### config.mk
export PLATFORM = sky130hd
export DESIGN_NAME = biquad_band_scheduler_flat
export DESIGN_NICKNAME = d
export VERILOG_FILES = /design/src/rtl/biquad_band_scheduler_if.sv /design/src/rtl/biquad_band_scheduler.sv /design/src/flat_wrapper.sv
export SDC_FILE = /design/constraint.sdc
export NUM_CORES = 2
export LEC_CHECK = 0
export BUFFER_PORTS_ARGS = -buffer_cell sky130_fd_sc_hd__buf_2
export CAP_MARGIN = 5
export CORE_UTILIZATION = 55
export DETAILED_ROUTE_END_ITERATION = 6
export PLACE_DENSITY_LB_ADDON = 0.12
export SLEW_MARGIN = 25
export SYNTH_ARGS = -nofsm -noshare
export SYNTH_HDL_FRONTEND = slang
export SYNTH_SLANG_ARGS = --single-unit
### constraint.sdc
create_clock -name clk_in -period 2 [get_ports clk_in]
set_input_delay 0.4 -clock clk_in [delete_from_list [all_inputs] [get_ports clk_in]]
set_output_delay 0.4 -clock clk_in [all_outputs]
set_load 0.02 [all_outputs]
### src/rtl/biquad_band_scheduler_if.sv
// Engine-side bus of the band scheduler: operands and start pulse out to the
// shared double-biquad engine, result and valid back from it.
// master = scheduler side, slave = engine side.
interface biquad_band_scheduler_if #(
  parameter int BW = 32,
  parameter int IW = 3
);
  logic [IW-1:0]        coeff_idx_out;
  logic                 bq_valid_out;
  logic signed [BW-1:0] bq_x_n_out;
  logic signed [BW-1:0] bq_x_n1_out;
  logic signed [BW-1:0] bq_x_n2_out;
  logic signed [BW-1:0] bq_i_n1_out;
  logic signed [BW-1:0] bq_i_n2_out;
  logic signed [BW-1:0] bq_y_n1_out;
  logic signed [BW-1:0] bq_y_n2_out;
  logic                 bq_valid_in;
  logic signed [BW-1:0] bq_i_n_in;
  logic signed [BW-1:0] bq_y_n_in;

  modport master (
    output coeff_idx_out, bq_valid_out, bq_x_n_out, bq_x_n1_out, bq_x_n2_out,
           bq_i_n1_out, bq_i_n2_out, bq_y_n1_out, bq_y_n2_out,
    input  bq_valid_in, bq_i_n_in, bq_y_n_in
  );

  modport slave (
    input  coeff_idx_out, bq_valid_out, bq_x_n_out, bq_x_n1_out, bq_x_n2_out,
           bq_i_n1_out, bq_i_n2_out, bq_y_n1_out, bq_y_n2_out,
    output bq_valid_in, bq_i_n_in, bq_y_n_in
  );
endinterface

### src/rtl/biquad_band_scheduler.sv
// biquad_band_scheduler: time-multiplexes one shared double-biquad engine
// across N_BANDS filter-bank bands. Each accepted sample is walked through
// bands 0..N_BANDS-1; per-band i/y history lives here, x history is shared.
// Optional feature macro: BQ_TIMEOUT_EN (engine response timeout).
// The engine result is registered on arrival, so a band costs
// ISSUE + (L+1) WAIT + EMIT = 3+L cycles for an engine latency of L.
module biquad_band_scheduler #(
  parameter int N_BANDS = 8,
  parameter int BW      = 32,
  parameter int TIMEOUT = 64,
  localparam int IW     = (N_BANDS > 1) ? $clog2(N_BANDS) : 1
) (
  input  logic                 clk_in,
  input  logic                 rst_n_in,
  input  logic                 valid_in,
  input  logic signed [BW-1:0] sample_in,
  input  logic                 clear_err_in,
  output logic                 busy_out,
  output logic                 overrun_out,
  biquad_band_scheduler_if.master eng,
  output logic signed [BW-1:0] band_out,
  output logic [IW-1:0]        band_idx_out,
  output logic                 band_valid_out,
  output logic                 frame_done_out,
  output logic                 timeout_out
);

  typedef enum logic [2:0] {IDLE, ISSUE, WAIT, EMIT, DONE} state_t;

  localparam logic [IW-1:0] LAST_BAND = IW'(N_BANDS - 1);

  state_t               state, state_nx;
  logic [IW-1:0]        band;
  logic signed [BW-1:0] x_cur, x1, x2;
  logic signed [BW-1:0] i1 [N_BANDS];
  logic signed [BW-1:0] i2 [N_BANDS];
  logic signed [BW-1:0] y1 [N_BANDS];
  logic signed [BW-1:0] y2 [N_BANDS];
  logic                 rsp_valid;
  logic signed [BW-1:0] rsp_i, rsp_y;
  logic                 timed_out;
  logic                 operands_on;

`ifdef BQ_TIMEOUT_EN
  localparam int CW = $clog2(TIMEOUT + 1);
  logic [CW-1:0] wait_cnt;

  // Count WAIT cycles without an engine result; restarts on every new WAIT.
  always_ff @(posedge clk_in or negedge rst_n_in) begin
    if (!rst_n_in)          wait_cnt <= '0;
    else if (state != WAIT) wait_cnt <= '0;
    else if (!rsp_valid)    wait_cnt <= wait_cnt + 1'b1;
  end

  assign timed_out = (state == WAIT) && !rsp_valid && (wait_cnt == CW'(TIMEOUT - 1));

  // Sticky timeout flag; a new timeout beats a simultaneous clear.
  always_ff @(posedge clk_in or negedge rst_n_in) begin
    if (!rst_n_in)         timeout_out <= 1'b0;
    else if (timed_out)    timeout_out <= 1'b1;
    else if (clear_err_in) timeout_out <= 1'b0;
  end
`else
  assign timed_out   = 1'b0;
  assign timeout_out = 1'b0;
`endif

  // Capture the engine result; only a response arriving during WAIT counts.
  always_ff @(posedge clk_in or negedge rst_n_in) begin
    if (!rst_n_in) begin
      rsp_valid <= 1'b0;
      rsp_i     <= '0;
      rsp_y     <= '0;
    end else begin
      rsp_valid <= (state == WAIT) && eng.bq_valid_in;
      if (eng.bq_valid_in) begin
        rsp_i <= eng.bq_i_n_in;
        rsp_y <= eng.bq_y_n_in;
      end
    end
  end

  // FSM state register.
  always_ff @(posedge clk_in or negedge rst_n_in) begin
    if (!rst_n_in) state <= IDLE;
    else           state <= state_nx;
  end

  // Next state plus state-decoded strobes and engine operands.
  always_comb begin
    state_nx          = state;
    busy_out          = (state != IDLE);
    band_valid_out    = (state == EMIT);
    frame_done_out    = (state == DONE);
    operands_on       = (state == ISSUE) || (state == WAIT);
    eng.bq_valid_out  = (state == ISSUE);
    eng.coeff_idx_out = '0;
    eng.bq_x_n_out    = '0;
    eng.bq_x_n1_out   = '0;
    eng.bq_x_n2_out   = '0;
    eng.bq_i_n1_out   = '0;
    eng.bq_i_n2_out   = '0;
    eng.bq_y_n1_out   = '0;
    eng.bq_y_n2_out   = '0;
    if (operands_on) begin
      eng.coeff_idx_out = band;
      eng.bq_x_n_out    = x_cur;
      eng.bq_x_n1_out   = x1;
      eng.bq_x_n2_out   = x2;
      eng.bq_i_n1_out   = i1[band];
      eng.bq_i_n2_out   = i2[band];
      eng.bq_y_n1_out   = y1[band];
      eng.bq_y_n2_out   = y2[band];
    end
    unique case (state)
      IDLE:    if (valid_in) state_nx = ISSUE;
      ISSUE:   state_nx = WAIT;
      WAIT:    if (rsp_valid || timed_out) state_nx = EMIT;
      EMIT:    state_nx = (band == LAST_BAND) ? DONE : ISSUE;
      DONE:    state_nx = IDLE;
      default: state_nx = IDLE;
    endcase
  end

  // Sample latch, band walk, per-band write-back and shared x history shift.
  always_ff @(posedge clk_in or negedge rst_n_in) begin
    if (!rst_n_in) begin
      band         <= '0;
      x_cur        <= '0;
      x1           <= '0;
      x2           <= '0;
      band_out     <= '0;
      band_idx_out <= '0;
      for (int b = 0; b < N_BANDS; b++) begin
        i1[b] <= '0;
        i2[b] <= '0;
        y1[b] <= '0;
        y2[b] <= '0;
      end
    end else begin
      case (state)
        IDLE: begin
          if (valid_in) begin
            x_cur <= sample_in;
            band  <= '0;
          end
        end
        WAIT: begin
          if (rsp_valid) begin
            i1[band]     <= rsp_i;
            i2[band]     <= i1[band];
            y1[band]     <= rsp_y;
            y2[band]     <= y1[band];
            band_out     <= rsp_y;
            band_idx_out <= band;
          end else if (timed_out) begin
            band_out     <= '0;
            band_idx_out <= band;
          end
        end
        EMIT: begin
          if (band != LAST_BAND) band <= band + 1'b1;
        end
        DONE: begin
          x2 <= x1;
          x1 <= x_cur;
        end
        default: ;
      endcase
    end
  end

  // Sticky overrun: a sample offered while busy is dropped; set beats clear.
  always_ff @(posedge clk_in or negedge rst_n_in) begin
    if (!rst_n_in)                      overrun_out <= 1'b0;
    else if (valid_in && state != IDLE) overrun_out <= 1'b1;
    else if (clear_err_in)              overrun_out <= 1'b0;
  end

endmodule

### src/flat_wrapper.sv
// flat-port wrapper written by rule: the top's interface ports become plain ports
module biquad_band_scheduler_flat 
#(
  parameter int N_BANDS = 8,
  parameter int BW      = 32,
  parameter int TIMEOUT = 64,
  localparam int IW     = (N_BANDS > 1) ? $clog2(N_BANDS) : 1
)
  (clk_in, rst_n_in, valid_in, sample_in, clear_err_in, busy_out, overrun_out, band_out, band_idx_out, band_valid_out, frame_done_out, timeout_out, eng_coeff_idx_out, eng_bq_valid_out, eng_bq_x_n_out, eng_bq_x_n1_out, eng_bq_x_n2_out, eng_bq_i_n1_out, eng_bq_i_n2_out, eng_bq_y_n1_out, eng_bq_y_n2_out, eng_bq_valid_in, eng_bq_i_n_in, eng_bq_y_n_in);
  biquad_band_scheduler_if #(.BW(BW), .IW((3))) eng_i ();
  input  logic clk_in;
  input  logic rst_n_in;
  input  logic valid_in;
  input  logic signed [BW-1:0] sample_in;
  input  logic clear_err_in;
  output logic busy_out;
  output logic overrun_out;
  output logic signed [BW-1:0] band_out;
  output logic [IW-1:0] band_idx_out;
  output logic band_valid_out;
  output logic frame_done_out;
  output logic timeout_out;
  output wire logic [$bits(eng_i.coeff_idx_out)-1:0] eng_coeff_idx_out;
  output wire logic [$bits(eng_i.bq_valid_out)-1:0] eng_bq_valid_out;
  output wire logic [$bits(eng_i.bq_x_n_out)-1:0] eng_bq_x_n_out;
  output wire logic [$bits(eng_i.bq_x_n1_out)-1:0] eng_bq_x_n1_out;
  output wire logic [$bits(eng_i.bq_x_n2_out)-1:0] eng_bq_x_n2_out;
  output wire logic [$bits(eng_i.bq_i_n1_out)-1:0] eng_bq_i_n1_out;
  output wire logic [$bits(eng_i.bq_i_n2_out)-1:0] eng_bq_i_n2_out;
  output wire logic [$bits(eng_i.bq_y_n1_out)-1:0] eng_bq_y_n1_out;
  output wire logic [$bits(eng_i.bq_y_n2_out)-1:0] eng_bq_y_n2_out;
  input wire logic [$bits(eng_i.bq_valid_in)-1:0] eng_bq_valid_in;
  input wire logic [$bits(eng_i.bq_i_n_in)-1:0] eng_bq_i_n_in;
  input wire logic [$bits(eng_i.bq_y_n_in)-1:0] eng_bq_y_n_in;
  assign eng_coeff_idx_out = eng_i.coeff_idx_out;
  assign eng_bq_valid_out = eng_i.bq_valid_out;
  assign eng_bq_x_n_out = eng_i.bq_x_n_out;
  assign eng_bq_x_n1_out = eng_i.bq_x_n1_out;
  assign eng_bq_x_n2_out = eng_i.bq_x_n2_out;
  assign eng_bq_i_n1_out = eng_i.bq_i_n1_out;
  assign eng_bq_i_n2_out = eng_i.bq_i_n2_out;
  assign eng_bq_y_n1_out = eng_i.bq_y_n1_out;
  assign eng_bq_y_n2_out = eng_i.bq_y_n2_out;
  assign eng_i.bq_valid_in = eng_bq_valid_in;
  assign eng_i.bq_i_n_in = eng_bq_i_n_in;
  assign eng_i.bq_y_n_in = eng_bq_y_n_in;
  biquad_band_scheduler #(.N_BANDS(N_BANDS), .BW(BW), .TIMEOUT(TIMEOUT)) u_core (.clk_in(clk_in), .rst_n_in(rst_n_in), .valid_in(valid_in), .sample_in(sample_in), .clear_err_in(clear_err_in), .busy_out(busy_out), .overrun_out(overrun_out), .eng(eng_i), .band_out(band_out), .band_idx_out(band_idx_out), .band_valid_out(band_valid_out), .frame_done_out(frame_done_out), .timeout_out(timeout_out));
endmodule
==> reports/results.tsv <==
stage	metric	value	unit
run_status	outcome	finished with violations	
detailed_routing	wl	176	mm
detailed_routing	drt_first_iter_violations	2616	
yosys	synth-async-reset-ratio	100	%
critical_path	worstPathArrival	2810	ps
die	std_cell_rows	119	
finish	final_nets	4904	
placement	dp.final_hpwl	105	mm
critical_path	critPathKind	register to output pin	
finish	final_layout_size_suffix_gt1_share	55.0	%
clocking	cts_tree	yes	
finish	area_growth	31.2	%
clocking	clockBufferDepth	3	
sta	min_period_over_period	160	%
critical_path	reg2reg_depth	7	
job	maxCapViolations	0	
global_route	grt_util_all_layers	31.9	%
yosys	synthTopCellsByArea	dfrtp_1, mux2_2, mux2i_1	
yosys	synthCells	4045	
die	die_x	330	µm
global_route	grt_max_degree	85	
finish	instances_no_fill	6303	
clocking	cts_sinks	1227	
die	dieArea	109000	µm²
sta	min_period	3210	ps
sta	tightest_slew	557	ps
placement	dpl_cell_area	67800	µm²
critical_path	endpoint_kind	output pin	
detailed_routing	wl_per_cell	27.9	µm
run_status	violations	negative setup slack	
die	start_util	55.9	%
global_route	antenna_found_initial	4	
clocking	htreeDepth	4	
yosys	synth_top_area_share	51.9	%
pwr	power.density	1530	nW/µm²
placement	post-place-ws	-552	ps
die	ios	369	
sta	setup_ws	-1210	ps
clocking	clock_latency	760	ps
clocking	cts_buffers	135	
critical_path	rr_endpoint	u_core.y2[165]$_DFFE_PN0P_	
placement	gp_congestion	0.839	
sta	finalClockSkew	29.3	ps
clocking	clk_pin_slew	60	ps
yosys	netlist_area	59100	µm²
sta	finalSetupViolCount	1258	
critical_path	worst-r2r-setup-slack	-480	ps
clocking	cts_root_buffer	clkbuf_16	
pwr	leakage	36.6	nW
yosys	ys_ff_latch	1227	
detailed_routing	ant_nets	0	
critical_path	r2r_start	u_core.band[2]$_DFFE_PN0P_	
sta	slew_violations	0	
finish	fin_util	73.3	%
yosys	seq_area_frac_synth	51.9	%
detailed_routing	vias_per_cell	6.16	
pwr	peakVddDrop	1260	µV
global_route	first_global_vias	40900	
detailed_routing	dr_total_vias	38800	
yosys	yosysUniqueCellTypes	40	
sta	fmax	312	MHz
yosys	syn-mean-instance-area	14.6	µm²
critical_path	startpoint_type	register	
yosys	yosysWarnings	0	
placement	place_inst	5796	
detailed_routing	drc	0	
finish	postLayoutCellArea	77600	µm²
sta	timing.setup.tns	-503030	ps
yosys	synth-edff-count	0	
yosys	syn-num-nets	4148	
yosys	synth_ff_type	dfrtp_1	
critical_path	cp_max_fo	5	
die	die_h	330	µm
sta	relSlewSlack	62.8	%
global_route	grt_pass1_wl	262	mm
finish	layout_common_cells	dfrtp_1, mux2_2, mux2i_1	
global_route	grt_remaining_overflow	0	
die	core_area	106000	µm²
yosys	synth_area_leader_cell	dfrtp_1	
detailed_routing	drt_first_pass_iters	5	
worst_hold_path	hp-class	input port to asynchronous set/reset pin	
finish	layout_commonest_cell	dfrtp_1	
sta	grt_setup_unrepaired	yes	
sta	final_hold_viol_count	0	
placement	portBuffers	367	
critical_path	crit_required	1600	ps
## synthesized netlist by cell type, types with 2 or more instances
cell and instances:
inv_1 2, nor3_1 2, clkbuf_1 94, mux4_2 128, buf_4 87, buf_6 43, nor2b_1 135, nand2_1 111
and2_1 100, mux2i_1 384, buf_1 12, nor2_1 4, dfrtp_1 1227, mux2_2 962, a211oi_1 129, a22o_1 128
nand2b_1 3, clkbuf_4 3, nor4bb_1 2, buf_2 114, ha_1 2, a2111oi_0 128, nor3b_1 3, o21ai_0 3
a21oi_1 2, mux2_4 223
## registers in the layout, indices dropped and copies added, names as in the netlist
name,cells
u_core.rsp_y,32
u_core.y1,256
u_core.x2,32
u_core.rsp_i,32
u_core.band_out,32
u_core.x1,32
u_core.rsp_valid,1
u_core.y2,256
u_core.band,3
u_core.overrun_out,1
u_core.band_idx_out,3
u_core.state,3
u_core.i2,256
u_core.i1,256
u_core.x_cur,32
## worst max path at each step
stage                               start             endpoint  slack [ps]  depth (start not counted)
2_1_floorplan  u_core.band[1]$_DFFE_PN0P_  eng_bq_y_n2_out[12]         -80                          6
3_3_place_gp   u_core.band[0]$_DFFE_PN0P_  eng_bq_y_n2_out[31]        -520                          5
3_5_place_dp   u_core.band[0]$_DFFE_PN0P_  eng_bq_y_n2_out[31]        -550                          5
4_1_cts        u_core.band[1]$_DFFE_PN0P_  eng_bq_y_n2_out[31]       -1160                          8
5_1_grt        u_core.band[2]$_DFFE_PN0P_  eng_bq_y_n2_out[31]       -1230                          7
6_report       u_core.band[2]$_DFFE_PN0P_  eng_bq_y_n2_out[31]       -1210                          7
## through the flow
stage               power, W  hold slack (ps)
floorplan             0.0651              104
global placement      0.0803              281
detailed placement    0.0810              285
CTS                    0.115              116
global route           0.123              139
finish                 0.119              151
## kinds of logic after synthesis
family	count (synthesis)	synth area share, %
buffers and inverters	357	3.63
other	1	0.00634
adders and majority gates	2	0.0423
muxes	1697	35.4
and+or+nand+nor	370	3.56
xor gates and xnor gates	1	0.0148
AOI/OAI and AO/OA	390	5.47
DFF	1227	51.9
## critical path: stages (launching register included)
cell and delay, ps:
dfrtp_4 530, buf_12 160, buf_8 120, mux2i_2 150, a22o_1 220, a2111oi_4 540
buf_4 220, buf_6 110
## per-layer routing
layer,vias up,global-route usage [%],part of all wire [%]
met2,1108,51.5,49
li1,16600,-,-
met3,305,5.37,5.1
met1,20800,44.2,43
met4,0,9.79,2.9
met5,-,0,0
## cell type report
class                   instances  area, µm²
repair inverters                2       46.3
inverters                       3       37.5
fillers                      6596      28300
diodes                          4       10.0
multi-input cells            2461      29400
well taps                    1391       1740
repair buffers                971      11100
flip-flops and latches       1227      30700
clock inverters                39        429
clock buffers                 205       4060
## timing repair
item                                    4_1_cts  5_1_grt
hold buffers                                100        0
setup buffers                                68       56
endpoints found under the hold margin       544        0
cloned                                       24       18
gates resized for setup                     481      128
pin swaps                                    62       41
endpoints found under the setup margin     1242     1259
## power breakdown
part	internal, W	switching [W]	leakage (nW)	total (W)
combinational	0.0302	0.0288	17.8	0.0590
sequential	0.0301	0.00441	16.7	0.0345
clock	0.0149	0.0103	2.21	0.0253
Note: power is estimated with default switching activity, not from simulation.
